<file path="src/rtl/instr_fetch_unit.sv">
// Instruction fetch unit: holds the PC, issues word fetches to instruction memory over a
// valid/ready request channel, pairs in-order responses with their PCs and buffers them in a
// small FIFO for the decoder. Redirects from execute flush the buffer and mark every fetch
// still in flight to be dropped on return.
//
// Ports:
//   clk, rst          clock and synchronous active-high reset
//   imem_req_*        fetch request channel (valid/ready, address = current PC)
//   imem_rsp_*        in-order fetch responses, no backpressure
//   redirect_*        PC redirect from execute (taken branch / jal)
//   instr_valid/ready decode handshake for the buffered head instruction
//   instr, instr_pc   head instruction and its PC
//   opcode            instr[6:0], feeds the decoder opcode input
module instr_fetch_unit #(
    parameter int unsigned     XLEN     = 32,
    parameter logic [XLEN-1:0] RESET_PC = '0,
    parameter int unsigned     DEPTH    = 2
) (
    input  logic            clk,
    input  logic            rst,
    output logic            imem_req_valid,
    input  logic            imem_req_ready,
    output logic [XLEN-1:0] imem_req_addr,
    input  logic            imem_rsp_valid,
    input  logic [31:0]     imem_rsp_data,
    input  logic            redirect_valid,
    input  logic [XLEN-1:0] redirect_pc,
    output logic            instr_valid,
    input  logic            instr_ready,
    output logic [31:0]     instr,
    output logic [XLEN-1:0] instr_pc,
    output logic [6:0]      opcode
);

    localparam int unsigned PtrW = (DEPTH > 1) ? $clog2(DEPTH) : 1;
    localparam int unsigned CntW = $clog2(DEPTH + 1);
    // One extra bit so outstanding + occupancy (up to 2*DEPTH) cannot overflow.
    localparam logic [CntW:0] DepthSum = (CntW + 1)'(DEPTH);

    // State
    logic [XLEN-1:0] pc_q, pc_d;
    logic [CntW-1:0] outstanding_q, outstanding_d;
    logic [CntW-1:0] drop_q, drop_d;
    logic [CntW-1:0] count_q, count_d;
    logic [PtrW-1:0] pend_wr_q, pend_wr_d, pend_rd_q, pend_rd_d;
    logic [PtrW-1:0] fifo_wr_q, fifo_wr_d, fifo_rd_q, fifo_rd_d;

    logic [XLEN-1:0] pend_mem  [DEPTH];
    logic [XLEN-1:0] fifo_pc   [DEPTH];
    logic [31:0]     fifo_data [DEPTH];

    logic credit_ok;
    logic req_fire;
    logic rsp_fire;
    logic fifo_push;
    logic fifo_pop;

    // Redirect targets are word aligned; the low bits are ignored.
    logic unused_redirect_low;
    assign unused_redirect_low = ^redirect_pc[1:0];

    // Outputs
    assign credit_ok      = ({1'b0, outstanding_q} + {1'b0, count_q}) < DepthSum;
    assign imem_req_valid = !rst && credit_ok;
    assign imem_req_addr  = rst ? RESET_PC : pc_q;
    assign instr_valid    = !rst && (count_q != '0);
    assign instr          = fifo_data[fifo_rd_q];
    assign instr_pc       = fifo_pc[fifo_rd_q];
    assign opcode         = instr[6:0];

    assign req_fire  = imem_req_valid && imem_req_ready;
    assign rsp_fire  = imem_rsp_valid && !rst;
    // Responses are dropped while wrong-path fetches drain or in a redirect cycle.
    assign fifo_push = rsp_fire && (drop_q == '0) && !redirect_valid;
    assign fifo_pop  = instr_valid && instr_ready;

    // Next-state logic
    always_comb begin
        pc_d          = pc_q;
        outstanding_d = outstanding_q + CntW'(req_fire) - CntW'(rsp_fire);
        drop_d        = drop_q;
        count_d       = count_q + CntW'(fifo_push) - CntW'(fifo_pop);
        pend_wr_d     = pend_wr_q + PtrW'(req_fire);
        pend_rd_d     = pend_rd_q + PtrW'(rsp_fire);
        fifo_wr_d     = fifo_wr_q + PtrW'(fifo_push);
        fifo_rd_d     = fifo_rd_q + PtrW'(fifo_pop);

        if (req_fire) begin
            pc_d = pc_q + XLEN'(4);
        end
        if (rsp_fire && (drop_q != '0)) begin
            drop_d = drop_q - CntW'(1);
        end

        if (redirect_valid) begin
            pc_d      = {redirect_pc[XLEN-1:2], 2'b00};
            // Everything still in flight after this cycle belongs to the old path.
            drop_d    = outstanding_d;
            count_d   = '0;
            fifo_wr_d = '0;
            fifo_rd_d = '0;
        end
    end

    always_ff @(posedge clk) begin
        if (rst) begin
            pc_q          <= RESET_PC;
            outstanding_q <= '0;
            drop_q        <= '0;
            count_q       <= '0;
            pend_wr_q     <= '0;
            pend_rd_q     <= '0;
            fifo_wr_q     <= '0;
            fifo_rd_q     <= '0;
        end else begin
            pc_q          <= pc_d;
            outstanding_q <= outstanding_d;
            drop_q        <= drop_d;
            count_q       <= count_d;
            pend_wr_q     <= pend_wr_d;
            pend_rd_q     <= pend_rd_d;
            fifo_wr_q     <= fifo_wr_d;
            fifo_rd_q     <= fifo_rd_d;
        end
    end

    // Storage arrays need no reset; pointers and counts define validity.
    always_ff @(posedge clk) begin
        if (req_fire) begin
            pend_mem[pend_wr_q] <= pc_q;
        end
        if (fifo_push) begin
            fifo_data[fifo_wr_q] <= imem_rsp_data;
            fifo_pc[fifo_wr_q]   <= pend_mem[pend_rd_q];
        end
    end

endmodule

</file>
<file path="config.mk">
export PLATFORM = sky130hd
export DESIGN_NAME = instr_fetch_unit
export DESIGN_NICKNAME = d
export VERILOG_FILES = /design/src/rtl/instr_fetch_unit.sv
export SDC_FILE = /design/constraint.sdc
export NUM_CORES = 1
export LEC_CHECK = 0
export ABC_AREA = 1
export CORE_UTILIZATION = 53
export CTS_CLUSTER_DIAMETER = 120
export DETAILED_ROUTE_END_ITERATION = 16
export HOLD_SLACK_MARGIN = 0.15
export PLACE_DENSITY = 0.88
export SYNTH_ARGS = -nofsm -noshare
export SYNTH_HDL_FRONTEND = slang
export SYNTH_SLANG_ARGS = --single-unit
</file>
<file path="constraint.sdc">
create_clock -name clk -period 4.2 [get_ports clk]
set_clock_uncertainty 0.2 [all_clocks]
set_input_delay 1.26 -clock clk [delete_from_list [all_inputs] [get_ports clk]]
set_output_delay 1.26 -clock clk [all_outputs]
set_load 0.01 [all_outputs]
</file>
==> key figures <==
Critical path
  • Reg2Reg Capture Point: drop_q[1]$_SDFFE_PP0P_
  • Crit-path cells: buf_2 -> buf_4 -> nor2_1 -> clkdlybuf4s50_1
  • Worst EP required: approximately 2.7 ns
  • R2R depth: 12
  • R2r setup slk: 1.47 ns
  • Crit path buf inv count: 3
  • Crit path max fanout: 23
  • CP endpoint kind: output pin
  • Slowest stage delay, CP: a little under 0.6 ns
  • Data arrival time of the worst path: between 2 and 2.5 ns
  • Setup crit start kind: input pin
  • Critical R2R Launch: count_q[0]$_SDFF_PP0_
  • Crit path max-delay family: buffers and inverters
  • Critical path type: input pin to output pin
  • Slowest-stage cell, CP: clkdlybuf4s50_1

Outcome
  • Status: finished, final reports clean

CTS
  • Resized Gates After CTS: 0
  • Max Root-Sink Buffers: 3
  • Clock Tree Root: clkbuf_16
  • Hold Buf Count CTS: 0
  • CTS HTree Levels: 1
  • Clock Sinks: 224
  • Post-CTS Setup Inserts: 0
  • CTS tree: yes
  • CTS buffer count: 23
  • Clk_lat worst skew: 0.50 ns
  • Reg clk slew, reported paths: 0.06 ns

STA
  • Final Cycle Share: between 90 and 100%
  • Fmax: between 200 and 300 MHz
  • WHS: 0.300 ns
  • Unrepaired setup endpoints after global routing: no
  • Count of pins over their slew limit: 0
  • Setup TNS Final: 0 ns
  • Fin crit period: 3.83 ns
  • Slew @ Worst Pin: 1.08 ns
  • Slew headroom: 27.8%
  • Endpoints failing setup: 0
  • Final hold vios: 0

Worst hold path
  • Hold Startpoint: pc_q[29]$_SDFFE_PP0P_
  • Worst Hold Path Cells: 0
  • Endpoint, Worst Hold: pend_mem[0][29]$_DFFE_PP_
  • Worst hold path class: flip-flop to flip-flop

Global route
  • Number of global-route vias before repair: 6576
  • GRT Util Overall: between 20% and 30%
  • Global-route wire length before repair: 32.8 mm
  • Largest net degree at the start of global routing: 63
  • Initial antenna violation count: 0
  • Remaining global-route overflow: 0

Die
  • Die W: 137 um
  • # rows: around 50
  • Core Area: approximately 18000 sq um
  • Die area: 18800 sq um
  • Initial Util: 54.0%
  • Die Height: 137 um
  • I/O pins: 175

Pwr
  • Cell area power density: about 400 nW/um^2
  • Tot Pwr: between 4 and 5 mW
  • Worst VDD drop: 0.302 mV
  • Leakage: between 4 and 5 nW

Final layout
  • Final nets: approximately 1100
  • Diodes inserted: 0
  • Non-Filler Cell Area, Final: 12200 sq um
  • Fraction of layout cells with a size suffix above 1: 9.79%
  • Area grow syn2layout: 26.6%

Synthesis
  • Mapped Avg Cell Area: 10.8 sq um
  • Mapped cell area: roughly 9700 sq um
  • Gate Count Post-Synth: 891
  • Seq/Total Area, Yosys: 65.5%
  • Synth warnings: 0
  • Synth Register Bits: 224
  • Post-synth cell types: 39

Routing
  • Via/cell ratio: 5.22
  • First drt pass iteration count: 5
  • Final wirelength: 21.2 mm
  • DRC: 0
  • Post-DR wirelength/cell: 16.3 um
  • 1st-iter DRT viols: a little over 500
  • Antenna viol nets, final: 0
  • Vias post-DR: 6792

Place
  • Final HPWL DP: 13.5 mm
  • GPL Wtd Cong: a little under 0.9
  • Placed instance area: 11500 sq um
  • PortBufs: 168

Job
  • Max-cap viol count: 0
==> state kept, by name (all words and copies together), names as in the netlist <==
register / count
fifo_data: 64
fifo_pc: 60
pend_mem: 60
pc_q: 30
count_q: 2
drop_q: 2
outstanding_q: 2
fifo_rd_q: 1
fifo_wr_q: 1
pend_rd_q: 1
pend_wr_q: 1
==> metrics by stage <==
stage	std cells	utilization, %	setup WS, ns
floorplan	894	-	0.169
global placement	1260	64.5	0.485
detailed placement	1260	64.5	0.456
CTS	1301	68.4	0.372
global route	1301	68.4	0.335
finish	1301	68.4	0.369
==> power breakdown <==
group          switching, mW  total [mW]  leakage, nW  internal [mW]
Combinational          0.226       0.438         2.38          0.212
Sequential            0.0586        2.57         2.02           2.51
Clock                  0.778        1.89        0.341           1.11
==> layout by cell type (no fill, tap or decap), types with 2 or more instances in the layout <==
cell               n
dfxtp_1           39
edfxtp_1         184
inv_1             76
ha_2               2
nand2_2            4
buf_4              7
clkbuf_8           2
a21oi_2            4
nand3_1           34
nor2_4             7
xor2_1            13
xor2_2             2
clkbuf_1          11
nand2_4            2
o21ai_1           14
clkinv_1           2
o21ai_0           11
clkdlybuf4s50_1  167
a21oi_1           21
xnor2_1            2
nor2_1            68
clkinv_2           4
nor2_8             4
mux2_2            30
nor2_2             2
clkbuf_16         23
nor3_1             3
ha_1               8
nand2_1          296
or2_2              2
nand4_1            3
buf_12             4
conb_1             4
a31oi_1            7
==> cell usage after synthesis, drive strengths merged <==
cell type	count	area (sq um)
buf	23	156
nand2	302	1160
dlygate4sd1	1	8.76
edfxtp	184	5530
a31oi	7	43.8
xnor2	2	17.5
mux2	30	338
dfxtp	40	801
inv	78	295
a21oi	25	140
o21ai	25	125
clkinv	2	7.51
xor2	15	146
nor3	3	15.0
or2	2	12.5
and2	1	6.26
nor2	81	427
fa	1	20.0
nand4	3	18.8
o311ai	1	8.76
conb	1	3.75
a221oi	1	8.76
ha	10	125
nand3	35	188
clkbuf	18	67.6
==> logic make-up (layout without fill, tap and decap cells) <==
group                      count (synthesis)  in the layout  share of synthesized area (%)
DFF                                      224            224                           65.5
AOI/OAI and AO/OA                         59             59                           3.38
buffers and inverters                    122            300                           5.54
muxes                                     30             30                           3.50
xor gates and xnor gates                  17             17                           1.70
and+or+nand+nor                          427            427                           18.9
other                                      1              4                         0.0388
adders and majority gates                 11             11                           1.50
==> layout make-up <==
cell class | instances | area [sq um]
clock buffer | 36 | 644
clock inverter | 5 | 50.0
fill | 1287 | 5660
inverter | 80 | 303
multi-input combinational | 548 | 2820
sequential | 224 | 6330
tap | 229 | 287
timing repair buffer | 179 | 1810
==> per-layer routing <==
| layer | up-vias | part of all wire [%] | global-route usage (%) |
|---|---|---|---|
| met5 | - | 0 | 0 |
| met4 | 0 | 3.1 | 10.4 |
| met3 | 53 | 7.8 | 4.56 |
| met2 | 290 | 50 | 40.7 |
| met1 | 3188 | 39 | 26.9 |
| li1 | 3261 | - | - |
==> worst max path at each step <==
stage,cells past startpoint,to,from
3_3_place_gp,4,imem_req_addr[15],rst
4_1_cts,4,imem_req_addr[11],rst
3_5_place_dp,4,imem_req_addr[2],rst
6_report,4,imem_req_addr[11],rst
5_1_grt,5,instr[9],fifo_rd_q$_SDFF_PP0_
2_1_floorplan,5,fifo_data[1][0]$_DFFE_PP_,rst
(Power assumes the default switching activity.)
